<file path="src/rtl/sc_lanescheduler_pkg.sv">
// Shared state encoding, constants and the lane-period helper for the
// Frogger lane scheduler.
package sc_lanescheduler_pkg;

    typedef enum logic [2:0] {
        IDLE  = 3'd0,
        RUN   = 3'd1,
        HIT   = 3'd2,
        PAUSE = 3'd3,
        OVER  = 3'd4
    } state_t;

    localparam int         LANE_PERIOD_OFFSET = 4;
    localparam logic [1:0] LEVEL_MAX          = 2'd3;

    // Ticks between shifts for a lane; lower lanes are slower and every
    // level shortens all periods, never below one tick.
    function automatic logic [3:0] lane_period(input int num_lanes,
                                               input int lane,
                                               input logic [1:0] level);
        int p;
        p = num_lanes + LANE_PERIOD_OFFSET - lane - int'(level);
        return (p < 1) ? 4'd1 : 4'(p);
    endfunction

endpackage

</file>
<file path="src/rtl/sc_lanescheduler_if.sv">
// Game-control bundle between the frog/collision logic (master) and the
// lane scheduler (slave).
interface sc_lanescheduler_if #(
    parameter int NUM_LANES = 4
);
    logic                 SC_LANESCHEDULER_startButton_InLow;
    logic                 SC_LANESCHEDULER_pauseButton_InLow;
    logic                 SC_LANESCHEDULER_collision_InHigh;
    logic                 SC_LANESCHEDULER_goal_InHigh;
    logic [NUM_LANES-1:0] SC_LANESCHEDULER_laneShift_Out;
    logic [NUM_LANES-1:0] SC_LANESCHEDULER_laneDir_Out;
    logic                 SC_LANESCHEDULER_frogClear_OutLow;
    logic [1:0]           SC_LANESCHEDULER_lives_Out;
    logic [1:0]           SC_LANESCHEDULER_level_Out;
    logic [2:0]           SC_LANESCHEDULER_state_Out;
    logic                 SC_LANESCHEDULER_gameOver_OutHigh;

    modport master (
        output SC_LANESCHEDULER_startButton_InLow,
        output SC_LANESCHEDULER_pauseButton_InLow,
        output SC_LANESCHEDULER_collision_InHigh,
        output SC_LANESCHEDULER_goal_InHigh,
        input  SC_LANESCHEDULER_laneShift_Out,
        input  SC_LANESCHEDULER_laneDir_Out,
        input  SC_LANESCHEDULER_frogClear_OutLow,
        input  SC_LANESCHEDULER_lives_Out,
        input  SC_LANESCHEDULER_level_Out,
        input  SC_LANESCHEDULER_state_Out,
        input  SC_LANESCHEDULER_gameOver_OutHigh
    );

    modport slave (
        input  SC_LANESCHEDULER_startButton_InLow,
        input  SC_LANESCHEDULER_pauseButton_InLow,
        input  SC_LANESCHEDULER_collision_InHigh,
        input  SC_LANESCHEDULER_goal_InHigh,
        output SC_LANESCHEDULER_laneShift_Out,
        output SC_LANESCHEDULER_laneDir_Out,
        output SC_LANESCHEDULER_frogClear_OutLow,
        output SC_LANESCHEDULER_lives_Out,
        output SC_LANESCHEDULER_level_Out,
        output SC_LANESCHEDULER_state_Out,
        output SC_LANESCHEDULER_gameOver_OutHigh
    );
endinterface

</file>
<file path="src/rtl/sc_lanescheduler_tickprescaler.sv">
// Base game-tick prescaler: counts 0..TICK_DIV-1 while enabled and flags the
// last count as the tick.
module sc_tickprescaler #(
    parameter int TICK_DIV = 2500000
) (
    input  logic clk,
    input  logic rst,
    input  logic en,
    input  logic clr,
    output logic tick
);
    localparam int            CW   = $clog2(TICK_DIV);
    localparam logic [CW-1:0] LAST = CW'(TICK_DIV - 1);

    logic [CW-1:0] cnt_r;

    // Prescale counter; a game init restarts the tick phase from zero.
    always_ff @(posedge clk or posedge rst) begin
        if (rst) begin
            cnt_r <= {CW{1'b0}};
        end else if (clr) begin
            cnt_r <= {CW{1'b0}};
        end else if (en) begin
            cnt_r <= (cnt_r == LAST) ? {CW{1'b0}} : cnt_r + {{(CW-1){1'b0}}, 1'b1};
        end
    end

    assign tick = en && (cnt_r == LAST);

endmodule

</file>
<file path="src/rtl/sc_lanescheduler.sv">
// Frogger game sequencer: paces the obstacle lanes from the game tick, tracks
// lives and level, and strobes the frog position clear.
module sc_lanescheduler
    import sc_lanescheduler_pkg::*;
#(
    parameter int NUM_LANES  = 4,
    parameter int TICK_DIV   = 2500000,
    parameter int LIVES_INIT = 3,
    parameter int HIT_TICKS  = 10
) (
    input  logic               SC_STATEMACHINEGAME_CLOCK_50,
    input  logic               SC_STATEMACHINEGAME_RESET_InHigh,
    sc_lanescheduler_if.slave  bus
);
    localparam int               HIT_W     = (HIT_TICKS > 1) ? $clog2(HIT_TICKS) : 1;
    localparam logic [HIT_W-1:0] HIT_LAST  = HIT_W'(HIT_TICKS - 1);
    localparam logic [1:0]       LIVES_RST = 2'(LIVES_INIT);

    logic clk;
    logic rst;
    assign clk = SC_STATEMACHINEGAME_CLOCK_50;
    assign rst = SC_STATEMACHINEGAME_RESET_InHigh;

    state_t           state_r;
    logic [1:0]       lives_r;
    logic [1:0]       level_r;
    logic [HIT_W-1:0] hit_cnt_r;
    logic             frog_clear_n_r;
    logic             game_over_r;
    logic             start_prev_r;
    logic             pause_prev_r;

    logic                 start_edge_s;
    logic                 pause_edge_s;
    logic                 tick_s;
    logic                 presc_en_s;
    logic                 run_tick_s;
    logic [NUM_LANES-1:0] lane_shift_s;
    logic [NUM_LANES-1:0] lane_dir_s;

    assign start_edge_s = start_prev_r & ~bus.SC_LANESCHEDULER_startButton_InLow;
    assign pause_edge_s = pause_prev_r & ~bus.SC_LANESCHEDULER_pauseButton_InLow;
    assign presc_en_s   = (state_r == RUN) || (state_r == HIT);
    assign run_tick_s   = tick_s && (state_r == RUN);

    sc_tickprescaler #(
        .TICK_DIV (TICK_DIV)
    ) u_presc (
        .clk  (clk),
        .rst  (rst),
        .en   (presc_en_s),
        .clr  (start_edge_s),
        .tick (tick_s)
    );

    for (genvar i = 0; i < NUM_LANES; i++) begin : g_lane
        logic [3:0] period_s;
        logic [3:0] cnt_r;
        logic       shift_r;

        assign period_s        = lane_period(NUM_LANES, i, level_r);
        assign lane_dir_s[i]   = 1'(i % 2);
        assign lane_shift_s[i] = shift_r;

        // Lane counter; >= lets a period that just shrank on level-up wrap at once.
        always_ff @(posedge clk or posedge rst) begin
            if (rst) begin
                cnt_r   <= 4'd0;
                shift_r <= 1'b0;
            end else begin
                shift_r <= 1'b0;
                if (start_edge_s) begin
                    cnt_r <= 4'd0;
                end else if (run_tick_s) begin
                    if (cnt_r >= period_s - 4'd1) begin
                        cnt_r   <= 4'd0;
                        shift_r <= 1'b1;
                    end else begin
                        cnt_r <= cnt_r + 4'd1;
                    end
                end
            end
        end
    end

    // Game FSM with lives, level, hit recovery and the frog-clear strobe.
    always_ff @(posedge clk or posedge rst) begin
        if (rst) begin
            state_r        <= IDLE;
            lives_r        <= LIVES_RST;
            level_r        <= 2'd0;
            hit_cnt_r      <= {HIT_W{1'b0}};
            frog_clear_n_r <= 1'b1;
            game_over_r    <= 1'b0;
            start_prev_r   <= 1'b1;
            pause_prev_r   <= 1'b1;
        end else begin
            start_prev_r   <= bus.SC_LANESCHEDULER_startButton_InLow;
            pause_prev_r   <= bus.SC_LANESCHEDULER_pauseButton_InLow;
            frog_clear_n_r <= 1'b1;
            if (start_edge_s) begin
                state_r        <= RUN;
                lives_r        <= LIVES_RST;
                level_r        <= 2'd0;
                hit_cnt_r      <= {HIT_W{1'b0}};
                frog_clear_n_r <= 1'b0;
                game_over_r    <= 1'b0;
            end else begin
                case (state_r)
                    IDLE: begin
                        state_r <= IDLE;
                    end
                    RUN: begin
                        if (bus.SC_LANESCHEDULER_collision_InHigh) begin
                            if (lives_r <= 2'd1) begin
                                lives_r     <= 2'd0;
                                state_r     <= OVER;
                                game_over_r <= 1'b1;
                            end else begin
                                lives_r   <= lives_r - 2'd1;
                                hit_cnt_r <= {HIT_W{1'b0}};
                                state_r   <= HIT;
                            end
                        end else if (bus.SC_LANESCHEDULER_goal_InHigh) begin
                            if (level_r != LEVEL_MAX) begin
                                level_r <= level_r + 2'd1;
                            end
                            frog_clear_n_r <= 1'b0;
                        end else if (pause_edge_s) begin
                            state_r <= PAUSE;
                        end
                    end
                    HIT: begin
                        if (tick_s) begin
                            if (hit_cnt_r == HIT_LAST) begin
                                frog_clear_n_r <= 1'b0;
                                state_r        <= RUN;
                            end else begin
                                hit_cnt_r <= hit_cnt_r + {{(HIT_W-1){1'b0}}, 1'b1};
                            end
                        end
                    end
                    PAUSE: begin
                        if (pause_edge_s) begin
                            state_r <= RUN;
                        end
                    end
                    OVER: begin
                        state_r <= OVER;
                    end
                    default: begin
                        state_r <= IDLE;
                    end
                endcase
            end
        end
    end

    assign bus.SC_LANESCHEDULER_laneShift_Out    = lane_shift_s;
    assign bus.SC_LANESCHEDULER_laneDir_Out      = lane_dir_s;
    assign bus.SC_LANESCHEDULER_frogClear_OutLow = frog_clear_n_r;
    assign bus.SC_LANESCHEDULER_lives_Out        = lives_r;
    assign bus.SC_LANESCHEDULER_level_Out        = level_r;
    assign bus.SC_LANESCHEDULER_state_Out        = state_r;
    assign bus.SC_LANESCHEDULER_gameOver_OutHigh = game_over_r;

endmodule

</file>
<file path="src/flat_wrapper.sv">
// flat-port wrapper written by rule: the top's interface ports become plain ports
module sc_lanescheduler_flat import sc_lanescheduler_pkg::*;
#(
    parameter int NUM_LANES  = 4,
    parameter int TICK_DIV   = 2500000,
    parameter int LIVES_INIT = 3,
    parameter int HIT_TICKS  = 10
)
  (SC_STATEMACHINEGAME_CLOCK_50, SC_STATEMACHINEGAME_RESET_InHigh, bus_SC_LANESCHEDULER_startButton_InLow, bus_SC_LANESCHEDULER_pauseButton_InLow, bus_SC_LANESCHEDULER_collision_InHigh, bus_SC_LANESCHEDULER_goal_InHigh, bus_SC_LANESCHEDULER_laneShift_Out, bus_SC_LANESCHEDULER_laneDir_Out, bus_SC_LANESCHEDULER_frogClear_OutLow, bus_SC_LANESCHEDULER_lives_Out, bus_SC_LANESCHEDULER_level_Out, bus_SC_LANESCHEDULER_state_Out, bus_SC_LANESCHEDULER_gameOver_OutHigh);
  sc_lanescheduler_if #(.NUM_LANES(NUM_LANES)) bus_i ();
  input  logic SC_STATEMACHINEGAME_CLOCK_50;
  input  logic SC_STATEMACHINEGAME_RESET_InHigh;
  input wire logic [$bits(bus_i.SC_LANESCHEDULER_startButton_InLow)-1:0] bus_SC_LANESCHEDULER_startButton_InLow;
  input wire logic [$bits(bus_i.SC_LANESCHEDULER_pauseButton_InLow)-1:0] bus_SC_LANESCHEDULER_pauseButton_InLow;
  input wire logic [$bits(bus_i.SC_LANESCHEDULER_collision_InHigh)-1:0] bus_SC_LANESCHEDULER_collision_InHigh;
  input wire logic [$bits(bus_i.SC_LANESCHEDULER_goal_InHigh)-1:0] bus_SC_LANESCHEDULER_goal_InHigh;
  output wire logic [$bits(bus_i.SC_LANESCHEDULER_laneShift_Out)-1:0] bus_SC_LANESCHEDULER_laneShift_Out;
  output wire logic [$bits(bus_i.SC_LANESCHEDULER_laneDir_Out)-1:0] bus_SC_LANESCHEDULER_laneDir_Out;
  output wire logic [$bits(bus_i.SC_LANESCHEDULER_frogClear_OutLow)-1:0] bus_SC_LANESCHEDULER_frogClear_OutLow;
  output wire logic [$bits(bus_i.SC_LANESCHEDULER_lives_Out)-1:0] bus_SC_LANESCHEDULER_lives_Out;
  output wire logic [$bits(bus_i.SC_LANESCHEDULER_level_Out)-1:0] bus_SC_LANESCHEDULER_level_Out;
  output wire logic [$bits(bus_i.SC_LANESCHEDULER_state_Out)-1:0] bus_SC_LANESCHEDULER_state_Out;
  output wire logic [$bits(bus_i.SC_LANESCHEDULER_gameOver_OutHigh)-1:0] bus_SC_LANESCHEDULER_gameOver_OutHigh;
  assign bus_i.SC_LANESCHEDULER_startButton_InLow = bus_SC_LANESCHEDULER_startButton_InLow;
  assign bus_i.SC_LANESCHEDULER_pauseButton_InLow = bus_SC_LANESCHEDULER_pauseButton_InLow;
  assign bus_i.SC_LANESCHEDULER_collision_InHigh = bus_SC_LANESCHEDULER_collision_InHigh;
  assign bus_i.SC_LANESCHEDULER_goal_InHigh = bus_SC_LANESCHEDULER_goal_InHigh;
  assign bus_SC_LANESCHEDULER_laneShift_Out = bus_i.SC_LANESCHEDULER_laneShift_Out;
  assign bus_SC_LANESCHEDULER_laneDir_Out = bus_i.SC_LANESCHEDULER_laneDir_Out;
  assign bus_SC_LANESCHEDULER_frogClear_OutLow = bus_i.SC_LANESCHEDULER_frogClear_OutLow;
  assign bus_SC_LANESCHEDULER_lives_Out = bus_i.SC_LANESCHEDULER_lives_Out;
  assign bus_SC_LANESCHEDULER_level_Out = bus_i.SC_LANESCHEDULER_level_Out;
  assign bus_SC_LANESCHEDULER_state_Out = bus_i.SC_LANESCHEDULER_state_Out;
  assign bus_SC_LANESCHEDULER_gameOver_OutHigh = bus_i.SC_LANESCHEDULER_gameOver_OutHigh;
  sc_lanescheduler #(.NUM_LANES(NUM_LANES), .TICK_DIV(TICK_DIV), .LIVES_INIT(LIVES_INIT), .HIT_TICKS(HIT_TICKS)) u_core (.SC_STATEMACHINEGAME_CLOCK_50(SC_STATEMACHINEGAME_CLOCK_50), .SC_STATEMACHINEGAME_RESET_InHigh(SC_STATEMACHINEGAME_RESET_InHigh), .bus(bus_i));
endmodule
</file>
<file path="config.mk">
export PLATFORM = sky130hd
export DESIGN_NAME = sc_lanescheduler_flat
export DESIGN_NICKNAME = d
export VERILOG_FILES = /design/src/rtl/sc_lanescheduler_pkg.sv /design/src/rtl/sc_lanescheduler_if.sv /design/src/rtl/sc_lanescheduler_tickprescaler.sv /design/src/rtl/sc_lanescheduler.sv /design/src/flat_wrapper.sv
export SDC_FILE = /design/constraint.sdc
export NUM_CORES = 1
export LEC_CHECK = 0
export CAP_MARGIN = 0
export CORE_UTILIZATION = 55
export CTS_BUF_LIST = sky130_fd_sc_hd__clkbuf_4
export CTS_CLUSTER_DIAMETER = 50
export DETAILED_ROUTE_END_ITERATION = 12
export GPL_TIMING_DRIVEN = 0
export PLACE_DENSITY = 0.73
export SLEW_MARGIN = 20
export SYNTH_ARGS = -nofsm -noshare
export SYNTH_HDL_FRONTEND = slang
export SYNTH_SLANG_ARGS = --single-unit
export TNS_END_PERCENT = 30
</file>
<file path="constraint.sdc">
create_clock -name SC_STATEMACHINEGAME_CLOCK_50 -period 6.6 [get_ports SC_STATEMACHINEGAME_CLOCK_50]
set_input_delay 1.32 -clock SC_STATEMACHINEGAME_CLOCK_50 [delete_from_list [all_inputs] [get_ports SC_STATEMACHINEGAME_CLOCK_50]]
set_output_delay 1.32 -clock SC_STATEMACHINEGAME_CLOCK_50 [all_outputs]
set_load 0.05 [all_outputs]
</file>
**Word-level counts from Yosys, hierarchy flattened**

Cells that the tools add are included.

- Output and inout port bits: 17
- Word-level logic and storage cells: 143
- Bits in latches: 0
- Input bits: 6
- Flip-flop bits (word level): 57
- Memory bits (writable): 0
- Memories: 0
- ROM bits: 0

- Reductions and logical operators: 16
- Bitwise gates (word level): 4
- Add/subtract/negate cells: 16
- Mux-type cells: 65
- Divide/modulo/power cells: 0
- Magnitude comparators: 9
- Shifts and indexed selects: 0
- Equality and inequality tests: 16
- Multiply operators: 0

Operator list:

| cell | number |
|---|---|
| $lt 32x2->1 const B | 4 |
| $mux 4 | 21 |
| $mux 22 | 3 |
| $mux 3 | 8 |
| $add 22x1->22 const B | 1 |
| $eq 22x22->1 const B | 1 |
| $mux 1 | 21 |
| $add 4x1->4 const B | 5 |
| $mux 2 | 9 |
| $ge 4x4->1 | 4 |
| $sub 4x1->4 const B | 4 |
| $reduce_bool 2->1 | 7 |
| $ne 3x2->1 const B | 4 |
| $pmux 3 s4 | 1 |
| $sub 3x2->4 const A | 3 |
| $reduce_and 5->1 | 2 |
| $pmux 4 s2 | 1 |
| $eq 3x2->1 const B | 2 |
| $ne 3x1->1 const B | 2 |
| $sub 4x2->5 const A | 1 |
| $eq 4x4->1 const B | 1 |
| $ne 4x2->1 const B | 1 |
| $ne 4x3->1 const B | 1 |
| $reduce_and 4->1 | 1 |
| other kinds (15) | 18 |

**Depth between registers and ports, before layout**

Gate-level depths: netlist of run 1.

- Depth in word-level cells: 8
- Depth in mapped cells: 10
- Gate-level depth less buffers: 10

**Hierarchy**

A second synthesis of run 1 with hierarchy kept.

- Cell total of the unflattened synthesis: 400
- Area, all modules: 3,657.3 µm²

By module, submodules not included:

| module | area each (µm²) | sequential area each (µm²) | cells each | times used |
|---|---|---|---|---|
| sc_lanescheduler | 2,242.2 | 882.1 | 239 | 1 |
| sc_tickprescaler | 1,415.1 | 550.5 | 161 | 1 |

**Worst setup path after synthesis of run 1**

Ideal clock, no wire load.

- Kind: flip-flop to flip-flop
- Start: reg u_core.level_r[0] (netlist: u_core.bus.SC_LANESCHEDULER_level_Out[0])
- End: reg u_core.g_lane[2].cnt_r[3]
- Path buffers: 0
- Period minus slack after synthesis: 2.908 ns
- Cell stages (with the launch flop): 11
- Arrival: 2.830 ns
- Path slack: 3.692 ns
- Data required time: 6.522 ns
- Path through: dfrtp_1 > inv_1 > ha_1 > ha_1 > nor2_1 > nand3_1 > ha_1 > a21oi_1 > o21ai_0 > or4_1 > a21oi_1

- Longest elaborated chain between the ends: 8

RTL lines:

| element | line | text |
|---|---|---|
| start, declared | sc_lanescheduler.sv:26 | `logic [1:0] level_r;` |
| start signal, assigned | sc_lanescheduler.sv:126 | `level_r <= level_r + 2'd1;` |
| $sub 3x2->4 (*) | sc_lanescheduler_pkg.sv:22 | `p = num_lanes + LANE_PERIOD_OFFSET - lane - int'(level);` |
| $lt 32x2->1 | sc_lanescheduler_pkg.sv:23 | `return (p < 1) ? 4'd1 : 4'(p);` |
| $mux 4 (*) | sc_lanescheduler_pkg.sv:23 |  |
| $sub 4x1->4 (*) | sc_lanescheduler.sv:75 | `if (cnt_r >= period_s - 4'd1) begin` |
| $ge 4x4->1 (*) | sc_lanescheduler.sv:75 |  |
| $mux 4 (*) | sc_lanescheduler.sv:75 |  |
| $mux 4 (*) | sc_lanescheduler.sv:74 | `end else if (run_tick_s) begin` |
| $mux 4 (*) | sc_lanescheduler.sv:72 | `if (start_edge_s) begin` |
| end signal, assigned | sc_lanescheduler.sv:79 | `cnt_r <= cnt_r + 4'd1;` |
| end, declared | sc_lanescheduler.sv:58 | `logic [3:0] cnt_r;` |

Every way passes the cells marked *; elsewhere a longest branch is shown, timed or not. The select of a mux whose other input is x is not followed.
A chain may end at the register's enable or synchronous reset.

**Final worst setup path of run 1**

- Start: in bus_SC_LANESCHEDULER_startButton_InLow
- End: reg u_core.u_presc.cnt_r[5]

- Longest elaborated chain between the ends: 3
- Elaborated cells between the ends (all ways): 4

RTL lines:

| element | line | text |
|---|---|---|
| start, declared | flat_wrapper.sv:13 | `input wire logic [$bits(bus_i.SC_LANESCHEDULER_startButton_InLow)-1:0] bus_SC_LANESCHEDULER_startButton_InLow;` |
| $not 1->1 (*) | sc_lanescheduler.sv:41 | `assign start_edge_s = start_prev_r & ~bus.SC_LANESCHEDULER_startButton_InLow;` |
| $and 1x1->1 (*) | sc_lanescheduler.sv:41 |  |
| $mux 22 or $reduce_bool 2->1 (tied branches) | - |  |
| end signal, assigned | sc_lanescheduler_tickprescaler.sv:20 | `cnt_r <= {CW{1'b0}};` |
| end signal, assigned | sc_lanescheduler_tickprescaler.sv:22 | `cnt_r <= {CW{1'b0}};` |
| end signal, assigned | sc_lanescheduler_tickprescaler.sv:24 | `cnt_r <= (cnt_r == LAST) ? {CW{1'b0}} : cnt_r + {{(CW-1){1'b0}}, 1'b1};` |
| end, declared | sc_lanescheduler_tickprescaler.sv:15 | `logic [CW-1:0] cnt_r;` |

Every way passes the cells marked *; elsewhere a longest branch is shown, timed or not.

==> results of run 1 <==
-- logic make-up after synthesis --
| group | after synthesis | synth area share |
|---|---|---|
| other cells | 2 | 0.00209 |
| simple gates | 162 | 0.249 |
| xor+xnor | 5 | 0.0122 |
| compound gates | 99 | 0.171 |
| fa+ha+maj | 25 | 0.0872 |
| mux | 8 | 0.0227 |
| flops | 57 | 0.399 |
| buf+inv | 45 | 0.0568 |
-- where the power goes --
group          internal, mW  leakage, nW  switching (mW)
logic                 0.192        0.923           0.343
registers             0.393        0.768          0.0378
clock network        0.0754       0.0601           0.131
total                 0.660         1.75           0.512
-- cell usage after synthesis (2+ instances only) --
library cell  instances  area share
a211oi_1              3      0.0063
a21boi_0              2      0.0042
a21o_1                6       0.013
a21oi_1              38       0.053
a22o_1                4      0.0098
a2bb2oi_1             3      0.0073
a31oi_1               3      0.0052
and3_1                7       0.012
and4_1                4      0.0098
buf_4                 9       0.019
clkbuf_1             14       0.015
conb_1                2      0.0021
dfrtp_1              52        0.36
dfstp_2               5       0.037
ha_1                 25       0.087
inv_1                21       0.022
mux2i_1               7       0.020
nand2_1              42       0.044
nand2b_1              8       0.014
nand3_1              26       0.036
nand3b_1              2      0.0042
nand4_1               8       0.014
nor2_1               19       0.020
nor2b_1               6       0.010
nor3_1                8       0.011
nor3_2                2      0.0056
nor4_1                4      0.0070
o211ai_1              4      0.0084
o21a_1                5       0.010
o21ai_0              17       0.024
o22ai_1               4      0.0070
o31ai_1               2      0.0042
or2_2                 2      0.0035
or3_1                 7       0.012
or4_1                 7       0.015
xnor2_1               4      0.0098
-- through the flow --
step	setup WS [ps]	hold slack [ps]	cell area, µm²
2_1_floorplan	3690	450	3600
3_3_place_gp	2790	472	3880
3_5_place_dp	2770	487	3880
4_1_cts	3220	501	3980
5_1_grt	3050	520	3980
6_report	3190	498	3980
-- layout make-up --
cell class | instances | share of cell area
buffer | 24 | 0.0314
tap | 77 | 0.0242
sequential | 57 | 0.360
clock buffer | 10 | 0.0189
multi-input combinational | 304 | 0.493
clock inverter | 6 | 0.00629
inverter | 21 | 0.0204
timing repair buffer | 18 | 0.0453
-- sequential cells by signal, indices dropped and copies added, names as in the netlist --
signal                                        count
u_core.bus.SC_LANESCHEDULER_lives_Out             2
u_core.hit_cnt_r                                  4
u_core.bus.SC_LANESCHEDULER_frogClear_OutLow      1
u_core.start_prev_r                               1
u_core.g_lane.shift_r                             4
u_core.bus.SC_LANESCHEDULER_state_Out             3
u_core.g_lane.cnt_r                              16
u_core.bus.SC_LANESCHEDULER_level_Out             2
u_core.pause_prev_r                               1
u_core.bus.SC_LANESCHEDULER_gameOver_OutHigh      1
u_core.u_presc.cnt_r                             22
-- per-layer routing --
metal | wire length (µm) | vias up | global-route usage | part of all wire
met1 | 3970 | 1479 | 0.372 | 0.49
met2 | 3580 | 70 | 0.397 | 0.45
met4 | 136 | 0 | 0.116 | 0.017
met5 | 0 | - | 0 | 0
met3 | 351 | 11 | 0.0470 | 0.044
li1 | - | 1528 | - | -
-- path summary, 6_finish.rpt --
| check | from | end | slack (ps) | cells after the start |
|---|---|---|---|---|
| worst min register to register | u_core.u_presc.cnt_r[8]$_DFFE_PP0P_ | u_core.u_presc.cnt_r[8]$_DFFE_PP0P_ | 500 | 1 |
| worst min-delay path | u_core.u_presc.cnt_r[8]$_DFFE_PP0P_ | u_core.u_presc.cnt_r[8]$_DFFE_PP0P_ | 500 | 1 |
| worst max register to register | u_core.bus.SC_LANESCHEDULER_level_Out[0]$_DFFE_PP0P_ | u_core.g_lane[2].cnt_r[3]$_DFFE_PP0P_ | 3650 | 10 |
| min in group asynchronous | SC_STATEMACHINEGAME_RESET_InHigh | u_core.g_lane[1].cnt_r[1]$_DFFE_PP0P_ | 1370 | 2 |
| max in group asynchronous | SC_STATEMACHINEGAME_RESET_InHigh | u_core.u_presc.cnt_r[20]$_DFFE_PP0P_ | 4760 | 2 |
| worst max-delay path | bus_SC_LANESCHEDULER_startButton_InLow | u_core.u_presc.cnt_r[5]$_DFFE_PP0P_ | 3190 | 7 |
==> flow_metrics.env, run 1 <==
export IMPL_result_of_the_run="finished clean"
export IMPL_i_o_buffers=18
export IMPL_netlist_area_um2=3590
export IMPL_worst_setup_path_start_kind="primary input"
export IMPL_worstSetupEndpointType="flop"
export IMPL_boundaryPins=23
export IMPL_cts_root_cell="clkbuf_4"
export IMPL_leakage_nw=1.75
export IMPL_clkSlewWorstSetupHoldPaths_ps=90
export IMPL_critPathMostFrequentCell="clkbuf_1"
export IMPL_crit_path_max_fanout=10
export IMPL_vias_in_the_first_global_route=2713
export IMPL_die_width_um=82.8
export IMPL_vias=3088
export IMPL_final_core_util=0.630
export IMPL_cts_tree="yes"
export IMPL_synth_main_ff_cell="dfrtp_1"
export IMPL_yosysSeqAreaShare=0.399
export IMPL_detail_route_drc_violations=0
export IMPL_netlist_instances=403
export IMPL_ys_seq_elements=57
export IMPL_htree_levels=3
export IMPL_dieHeight_um=82.8
export IMPL_post_cts_setup_buffers=0
export IMPL_grt_first_pass_wirelength_mm=13.3
export IMPL_multi_input_comb_area_um2=1960
export IMPL_max_vdd_ir_drop_uv=245
export IMPL_path_cells="clkdlybuf4s50_1 -> nand2b_1 -> clkbuf_1 -> o21a_1 -> clkbuf_1 -> nor2_1 -> a22o_1"
export IMPL_synth_async_reset_ratio=1.00
export IMPL_postCtsResizedCells=0
export IMPL_arrival_ps=3710
export IMPL_power_total_mw=1.17
export IMPL_dr_first_iter_drc_count=187
export IMPL_synth_enable_flop_cells=0
export IMPL_critPathRequiredTime_ps=6900
export IMPL_drt_wl_total_mm=8.04
export IMPL_layout_area_seq_um2=1430
export IMPL_antenna_violations_before_repair=0
export IMPL_rows=29
export IMPL_yosys_warnings=0
export IMPL_post_dp_hpwl_mm=5.69
export IMPL_post_layout_nets=466
export IMPL_grt_max_degree=58
export IMPL_groute_usage_overall=0.265
export IMPL_gr_total_overflow=0
export IMPL_start_util=0.568
export IMPL_holdCritPathClass="flop to flop"
export IMPL_std_cell_core_area_um2=6310
export IMPL_final_period_minus_worst_setup_slack_ps=3410
export IMPL_tightest_slew_ps=831
export IMPL_critPathMaxStageDelay_ps=500
export IMPL_ctsHoldBuffers=0
export IMPL_crit_family="buffers and inverters"
export IMPL_clock_latency_ps=410
export IMPL_critical_path_class="primary input to flop"
export IMPL_drt_pass1_iter_count=4
export IMPL_worst_slew_margin_rel=0.440
export IMPL_maxSlewViolCount=0
export IMPL_layout_commonest_cell="dfrtp_1"
export IMPL_setup_viol_count_final=0
export IMPL_timing_max_cap_violations=0
export IMPL_antenna_cells=0
export IMPL_critical_path_buf_inv_count=3
export IMPL_drt_vias_per_instance=5.97
export IMPL_setup_tns_ps=0
export IMPL_overall_die_area_um2=6850
export IMPL_finalNonFillerCells=517
export IMPL_powerDensity_nw_per_um2=294
export IMPL_cts_root_to_sink_buffers=2
export IMPL_final_fill_count=550
export IMPL_most_frequent_cells_in_the_layout="52 x dfrtp_1, 42 x nand2_1, 38 x a21oi_1"
export IMPL_final_setup_skew_ps=12.3
export IMPL_synth_distinct_cells=57
export IMPL_dp_cells=501
export IMPL_cts_num_sinks=57
export IMPL_timing_critical_path_slowest_stage_cell="clkdlybuf4s50_1"
export IMPL_postSynthAreaPerCell_um2=8.90
export IMPL_post_route_cells_drive_above_1_share=0.0864
export IMPL_hold_viol=0
export IMPL_rsz_0062_raised_after_global_routing="no"
export IMPL_drt_wirelength_per_cell_um=15.5
export IMPL_achievable_frequency_mhz=293
export IMPL_cts_buffers=9
export IMPL_flow_area_growth_from_synthesis_pct=10.9
export IMPL_final_period_utilization=0.517
export IMPL_antenna_left=0
export IMPL_gp_congestion=0.889
Power figures use the tool's default switching activity.
==> inputs of run 2 (changes only) <==
- PLACE_DENSITY: 0.73 -> 0.76
- clock period: 6.6 -> 2.8 ns (I/O delays scaled with it)
==> run 2 against run 1 <==
Against the previous run:
- count of clock-buffer cells in the layout is 1 higher
- flip-flop and latch count unchanged
- power rose by 150%
- non-clock buffer count unchanged
- utilization is 0.65 points higher
- register-to-register slack got worse by 3400 ps
- final cell count stayed put
- via count up 2.5%
- clock power grew to 2.9 times the previous value
- sequential share of layout area decreased by 0.34 points
- hold slack improved by 6.1 ps
- wire length is 2.9% higher
==> flow_metrics.env, run 2 (synthesized netlist as in run 1, its figures left out) <==
export IMPL_htree_levels=3
export IMPL_post_cts_setup_buffers=0
export IMPL_crit_path_max_fanout=10
export IMPL_clock_power_share=0.204
export IMPL_dp_cells=501
export IMPL_tightest_slew_ps=814
export IMPL_critical_path_class="primary input to flop"
export IMPL_final_area_um2=4020
export IMPL_final_period_minus_worst_setup_slack_ps=2650
export IMPL_critical_path_buf_inv_count=3
export IMPL_critPathMaxStageDelay_ps=490
export IMPL_swShare=0.425
export IMPL_cell_internal_power_dissipation_mw=1.67
export IMPL_worst_slew_margin_rel=0.451
export IMPL_clkSlewWorstSetupHoldPaths_ps=90
export IMPL_gp_congestion=0.895
export IMPL_final_period_utilization=0.947
export IMPL_rr_worst_depth=9
export IMPL_vias=3165
export IMPL_detail_route_drc_violations=0
export IMPL_vias_in_the_first_global_route=2871
export IMPL_antenna_cells=0
export IMPL_i_o_buffers=18
export IMPL_ff2ff_setup_slack_ps=200
export IMPL_final_setup_skew_ps=18.8
export IMPL_achievable_frequency_mhz=377
export IMPL_crit_family="buffers and inverters"
export IMPL_drt_pass1_iter_count=5
export IMPL_timing_critical_path_slowest_stage_cell="clkdlybuf4s50_1"
export IMPL_cts_tree="yes"
export IMPL_comb_power_share=0.447
export IMPL_flow_area_growth_from_synthesis_pct=12.0
export IMPL_post_route_cells_drive_above_1_share=0.0977
export IMPL_post_layout_nets=466
export IMPL_drt_vias_per_instance=6.12
export IMPL_path_cells="clkdlybuf4s50_1 -> nand2b_1 -> clkbuf_1 -> o21a_1 -> clkbuf_1 -> nor2_1 -> a22o_1"
export IMPL_fin_ws_ps=149
export IMPL_timing_max_cap_violations=0
export IMPL_dr_first_iter_drc_count=227
export IMPL_rows=29
export IMPL_cts_num_sinks=57
export IMPL_critPathRequiredTime_ps=3100
export IMPL_max_vdd_ir_drop_uv=631
export IMPL_worst_hold_startpoint="u_core.u_presc.cnt_r[8]$_DFFE_PP0P_"
export IMPL_dieHeight_um=82.8
export IMPL_cts_buffers=9
export IMPL_final_fill_count=554
export IMPL_timing_critical_path_from="bus_SC_LANESCHEDULER_startButton_InLow"
export IMPL_antenna_violations_before_repair=0
export IMPL_drt_wirelength_per_cell_um=16.0
export IMPL_post_dp_hpwl_mm=5.85
export IMPL_grt_max_degree=58
export IMPL_arrival_ps=2950
export IMPL_antenna_left=0
export IMPL_std_cell_core_area_um2=6310
export IMPL_crit_end="u_core.u_presc.cnt_r[3]$_DFFE_PP0P_"
export IMPL_most_frequent_cells_in_the_layout="51 x dfrtp_1, 42 x nand2_1, 36 x a21oi_1"
export IMPL_rsz_0062_raised_after_global_routing="no"
export IMPL_layout_area_seq_um2=1430
export IMPL_groute_usage_overall=0.268
export IMPL_start_util=0.568
export IMPL_powerDensity_nw_per_um2=724
export IMPL_layout_commonest_cell="dfrtp_1"
export IMPL_setup_tns_ps=0
export IMPL_largest_register_ffs=22
export IMPL_boundaryPins=23
export IMPL_critPathMostFrequentCell="clkbuf_1"
export IMPL_setup_viol_count_final=0
export IMPL_worstSetupEndpointType="flop"
export IMPL_result_of_the_run="finished clean"
export IMPL_crit_reg2reg_capture="u_core.g_lane[2].cnt_r[3]$_DFFE_PP0P_"
export IMPL_clock_latency_ps=420
export IMPL_postPlaceCellArea_um2=3880
export IMPL_crit_cells=7
export IMPL_holdCritPathClass="flop to flop"
export IMPL_pre_cts_ws_ps=-262
export IMPL_cts_root_to_sink_buffers=2
export IMPL_die_width_um=82.8
export IMPL_gr_total_overflow=0
export IMPL_drt_wl_total_mm=8.27
export IMPL_multi_input_comb_area_um2=1970
export IMPL_leakage_nw=1.77
export IMPL_seqPwrFrac=0.350
export IMPL_power_total_mw=2.91
export IMPL_hold_viol=0
export IMPL_regMostFlops="u_core.u_presc.cnt_r"
export IMPL_cts_root_cell="clkbuf_4"
export IMPL_power_switching_mw=1.24
export IMPL_grt_first_pass_wirelength_mm=13.5
export IMPL_maxSlewViolCount=0
export IMPL_top_regs="u_core.u_presc.cnt_r (22), u_core.g_lane.cnt_r (16)"
export IMPL_regToRegStartpoint="u_core.bus.SC_LANESCHEDULER_level_Out[0]$_DFFE_PP0P_"
export IMPL_ctsHoldBuffers=0
export IMPL_overall_die_area_um2=6850
export IMPL_finalNonFillerCells=517
export IMPL_worst_setup_path_start_kind="primary input"
run 2: changes by cell type in the layout (fill, tap and decap cells not counted), sizes merged:
cell,previous run,this run
clkbuf,24,25
clkinv,6,4
bufinv,0,1
run 2: metal layers:
layer,global-route usage,vias to the layer above,part of all wire
met3,0.0678,8,0.048
li1,-,1531,-
met2,0.453,89,0.50
met5,0,-,0
met1,0.334,1537,0.44
met4,0.0845,0,0.0099
run 2: repair_timing:
action / 4_1_cts / 5_1_grt
gates resized for setup: 1 / 3
hold endpoints to repair: 0 / 0
endpoints found under the setup margin: 1 / 2
run 2: metrics by stage:
stage                     hold WS [ps]  utilization
after floorplan                    450            -
after global placement             478        0.614
after detailed placement           495        0.615
after CTS                          508        0.635
after global routing               518        0.637
final                              504        0.637
run 2: how the worst min path moves through the flow:
stage	endpoint	slack, ps	cells past startpoint
2_1_floorplan	u_core.hit_cnt_r[3]$_DFFE_PP0P_	450	1
3_3_place_gp	u_core.hit_cnt_r[3]$_DFFE_PP0P_	480	1
3_5_place_dp	u_core.u_presc.cnt_r[8]$_DFFE_PP0P_	490	1
4_1_cts	u_core.u_presc.cnt_r[8]$_DFFE_PP0P_	510	1
5_1_grt	u_core.hit_cnt_r[3]$_DFFE_PP0P_	520	1
6_report	u_core.u_presc.cnt_r[8]$_DFFE_PP0P_	500	1
run 2: power by group through the flow:
stage	registers (mW)	logic (mW)	clock network (mW)
4_1_cts	1.02	1.28	0.603
5_1_grt	1.03	1.44	0.637
3_5_place_dp	1.04	1.27	0
6_report	1.02	1.30	0.593
2_1_floorplan	1.19	0.766	0
3_3_place_gp	1.03	1.23	0
run 2: worst register-to-register path: cells and delay by family, from the launching register on:
family          cells  cell delay, ps
fa+ha+maj           2             690
simple gates        1             480
buf+inv             2             250
flops               1             440
compound gates      3             460
xor+xnor            1             200
run 2: layout make-up:
| type | count | area share |
|---|---|---|
| buffer | 24 | 0.0311 |
| clock buffer | 11 | 0.0205 |
| clock inverter | 5 | 0.0115 |
| inverter | 21 | 0.0202 |
| multi-input combinational | 304 | 0.491 |
| sequential | 57 | 0.357 |
| tap | 77 | 0.0240 |
| timing repair buffer | 18 | 0.0448 |
==> inputs of run 3 (changes only) <==
- CORE_UTILIZATION: 55 -> 54
- CTS_BUF_LIST: sky130_fd_sc_hd__clkbuf_4 -> unset
- PLACE_DENSITY: 0.76 -> 0.75
==> run 3 against run 2 <==
Against the previous run:
- critical endpoint is now u_core.g_lane[2].cnt_r[3]$_DFFE_PP0P_
- critical path type is now flop to flop
- first-iteration DRC count is 31% lower
- clock skew is 4.0 ps lower
- highest routed layer unchanged
- non-clock buffer count stayed put
- clock power is 20% higher
- via count is 1.9% lower
- fmax is 0.88% lower
==> flow_metrics.env, run 3 (synthesized netlist as in run 1, its figures left out) <==
export IMPL_result_of_the_run="finished clean"
export IMPL_grt_max_degree=58
export IMPL_drt_wl_total_mm=8.14
export IMPL_arrival_ps=2930
export IMPL_cts_root_to_sink_buffers=2
export IMPL_power_total_mw=3.03
export IMPL_clock_latency_ps=340
export IMPL_overall_die_area_um2=6980
export IMPL_cts_tree="yes"
export IMPL_worst_hold_startpoint="u_core.hit_cnt_r[3]$_DFFE_PP0P_"
export IMPL_final_fill_count=539
export IMPL_grt_first_pass_wirelength_mm=14.0
export IMPL_cts_buffers=9
export IMPL_regToRegStartpoint="u_core.bus.SC_LANESCHEDULER_level_Out[0]$_DFFE_PP0P_"
export IMPL_groute_usage_overall=0.252
export IMPL_critPathRequiredTime_ps=3050
export IMPL_post_layout_nets=466
export IMPL_max_vdd_ir_drop_uv=550
export IMPL_maxSlewViolCount=0
export IMPL_top_regs="u_core.u_presc.cnt_r (22), u_core.g_lane.cnt_r (16)"
export IMPL_critical_path_class="flop to flop"
export IMPL_htree_levels=3
export IMPL_final_period_minus_worst_setup_slack_ps=2680
export IMPL_grt_util_met2=0.416
export IMPL_vias=3105
export IMPL_dr_first_iter_drc_count=156
export IMPL_worst_setup_path_start_kind="flop"
export IMPL_hold_viol=0
export IMPL_achievable_frequency_mhz=374
export IMPL_setup_tns_ps=0
export IMPL_rows=29
export IMPL_clkSlewWorstSetupHoldPaths_ps=70
export IMPL_cts_num_sinks=57
export IMPL_worstSetupEndpointType="flop"
export IMPL_crit_reg2reg_capture="u_core.g_lane[2].cnt_r[3]$_DFFE_PP0P_"
export IMPL_post_dp_hpwl_mm=5.79
export IMPL_final_area_um2=4070
export IMPL_drt_pass1_iter_count=4
export IMPL_fin_ws_ps=125
export IMPL_leakage_nw=1.79
export IMPL_ff2ff_setup_slack_ps=120
export IMPL_largest_register_ffs=22
export IMPL_rsz_0062_raised_after_global_routing="yes"
export IMPL_pre_cts_ws_ps=-252
export IMPL_grtUsageMet1=0.337
export IMPL_dp_cells=501
export IMPL_gr_total_overflow=0
export IMPL_vias_in_the_first_global_route=2961
export IMPL_top_usage_layer="met2"
export IMPL_antenna_violations_before_repair=0
export IMPL_detail_route_drc_violations=0
export IMPL_setup_viol_count_final=0
export IMPL_post_route_cells_drive_above_1_share=0.107
export IMPL_hold_depth=1
export IMPL_groute_layer_met3_usage=0.0603
export IMPL_std_cell_core_area_um2=6390
export IMPL_antenna_left=0
export IMPL_i_o_buffers=18
export IMPL_start_util=0.562
export IMPL_final_setup_skew_ps=14.8
export IMPL_die_width_um=83.5
export IMPL_most_frequent_cells_in_the_layout="51 x dfrtp_1, 42 x nand2_1, 36 x a21oi_1"
export IMPL_timing_max_cap_violations=0
export IMPL_tightest_slew_ps=795
export IMPL_dieHeight_um=83.5
export IMPL_cts_root_cell="clkbuf_8"
export IMPL_postPlaceCellArea_um2=3880
export IMPL_min_delay_worst_endpoint="u_core.hit_cnt_r[3]$_DFFE_PP0P_"
export IMPL_antenna_cells=0
export IMPL_layout_commonest_cell="dfrtp_1"
export IMPL_gp_congestion=0.887
export IMPL_worst_slew_margin_rel=0.464
export IMPL_boundaryPins=23
export IMPL_flow_area_growth_from_synthesis_pct=13.5
export IMPL_powerDensity_nw_per_um2=744
export IMPL_timing_critical_path_from="u_core.bus.SC_LANESCHEDULER_level_Out[0]$_DFFE_PP0P_"
export IMPL_regMostFlops="u_core.u_presc.cnt_r"
export IMPL_finalNonFillerCells=517
export IMPL_final_period_utilization=0.955
export IMPL_drt_vias_per_instance=6.01
export IMPL_ctsHoldBuffers=0
export IMPL_crit_path_max_fanout=7
export IMPL_rr_worst_depth=9
export IMPL_holdCritPathClass="flop to flop"
export IMPL_drt_wirelength_per_cell_um=15.7
run 3: timing repair:
action | in CTS | in global routing
setup buffers | 0 | 0
gates resized for setup | 1 | 5
endpoints found under the setup margin | 1 | 5
run 3: area by class of cell:
type	count	area, µm²	share of cell area
buffer	24	126	0.0310
clock buffer	11	151	0.0372
clock inverter	5	30.0	0.00737
inverter	21	81.3	0.0200
multi-input combinational	304	1970	0.485
sequential	57	1430	0.352
tap	77	96.3	0.0236
timing repair buffer	18	180	0.0442
run 3: power by group:
| group | internal [mW] | leakage, nW | switching [mW] |
|---|---|---|---|
| Clock | 0.364 | 0.0911 | 0.346 |
| Sequential | 0.929 | 0.767 | 0.0891 |
| Combinational | 0.465 | 0.928 | 0.837 |
| Total | 1.76 | 1.79 | 1.27 |
run 3: worst max-delay path, stage by stage, from the launching register on:
cell	delay, ps
dfrtp_2	440
inv_1	160
ha_1	430
inv_1	110
xnor2_1	210
ha_1	270
a21oi_2	200
o21ai_2	130
or4_1	480
a21oi_1	170
run 3: per-stage QoR:
step,hold slack [ps],util
6_report,492,0.638
5_1_grt,513,0.638
4_1_cts,490,0.636
3_5_place_dp,480,0.608
3_3_place_gp,471,0.607
2_1_floorplan,450,-
run 3: routing by layer:
layer,vias to the layer above,share of wire
met5,-,0
met4,0,0.010
met3,9,0.043
met2,71,0.48
met1,1503,0.46
li1,1522,-
run 3: how the worst max path moves through the flow:
stage | to | depth (start not counted) | slack (ps)
floorplan | u_core.g_lane[2].cnt_r[3]$_DFFE_PP0P_ | 10 | 120
global placement | u_core.bus.SC_LANESCHEDULER_level_Out[0]$_DFFE_PP0P_ | 2 | -420
detailed placement | u_core.u_presc.cnt_r[3]$_DFFE_PP0P_ | 7 | -250
CTS | u_core.g_lane[2].cnt_r[3]$_DFFE_PP0P_ | 10 | 30
global route | u_core.g_lane[2].cnt_r[3]$_DFFE_PP0P_ | 10 | -30
finish | u_core.g_lane[2].cnt_r[3]$_DFFE_PP0P_ | 9 | 120
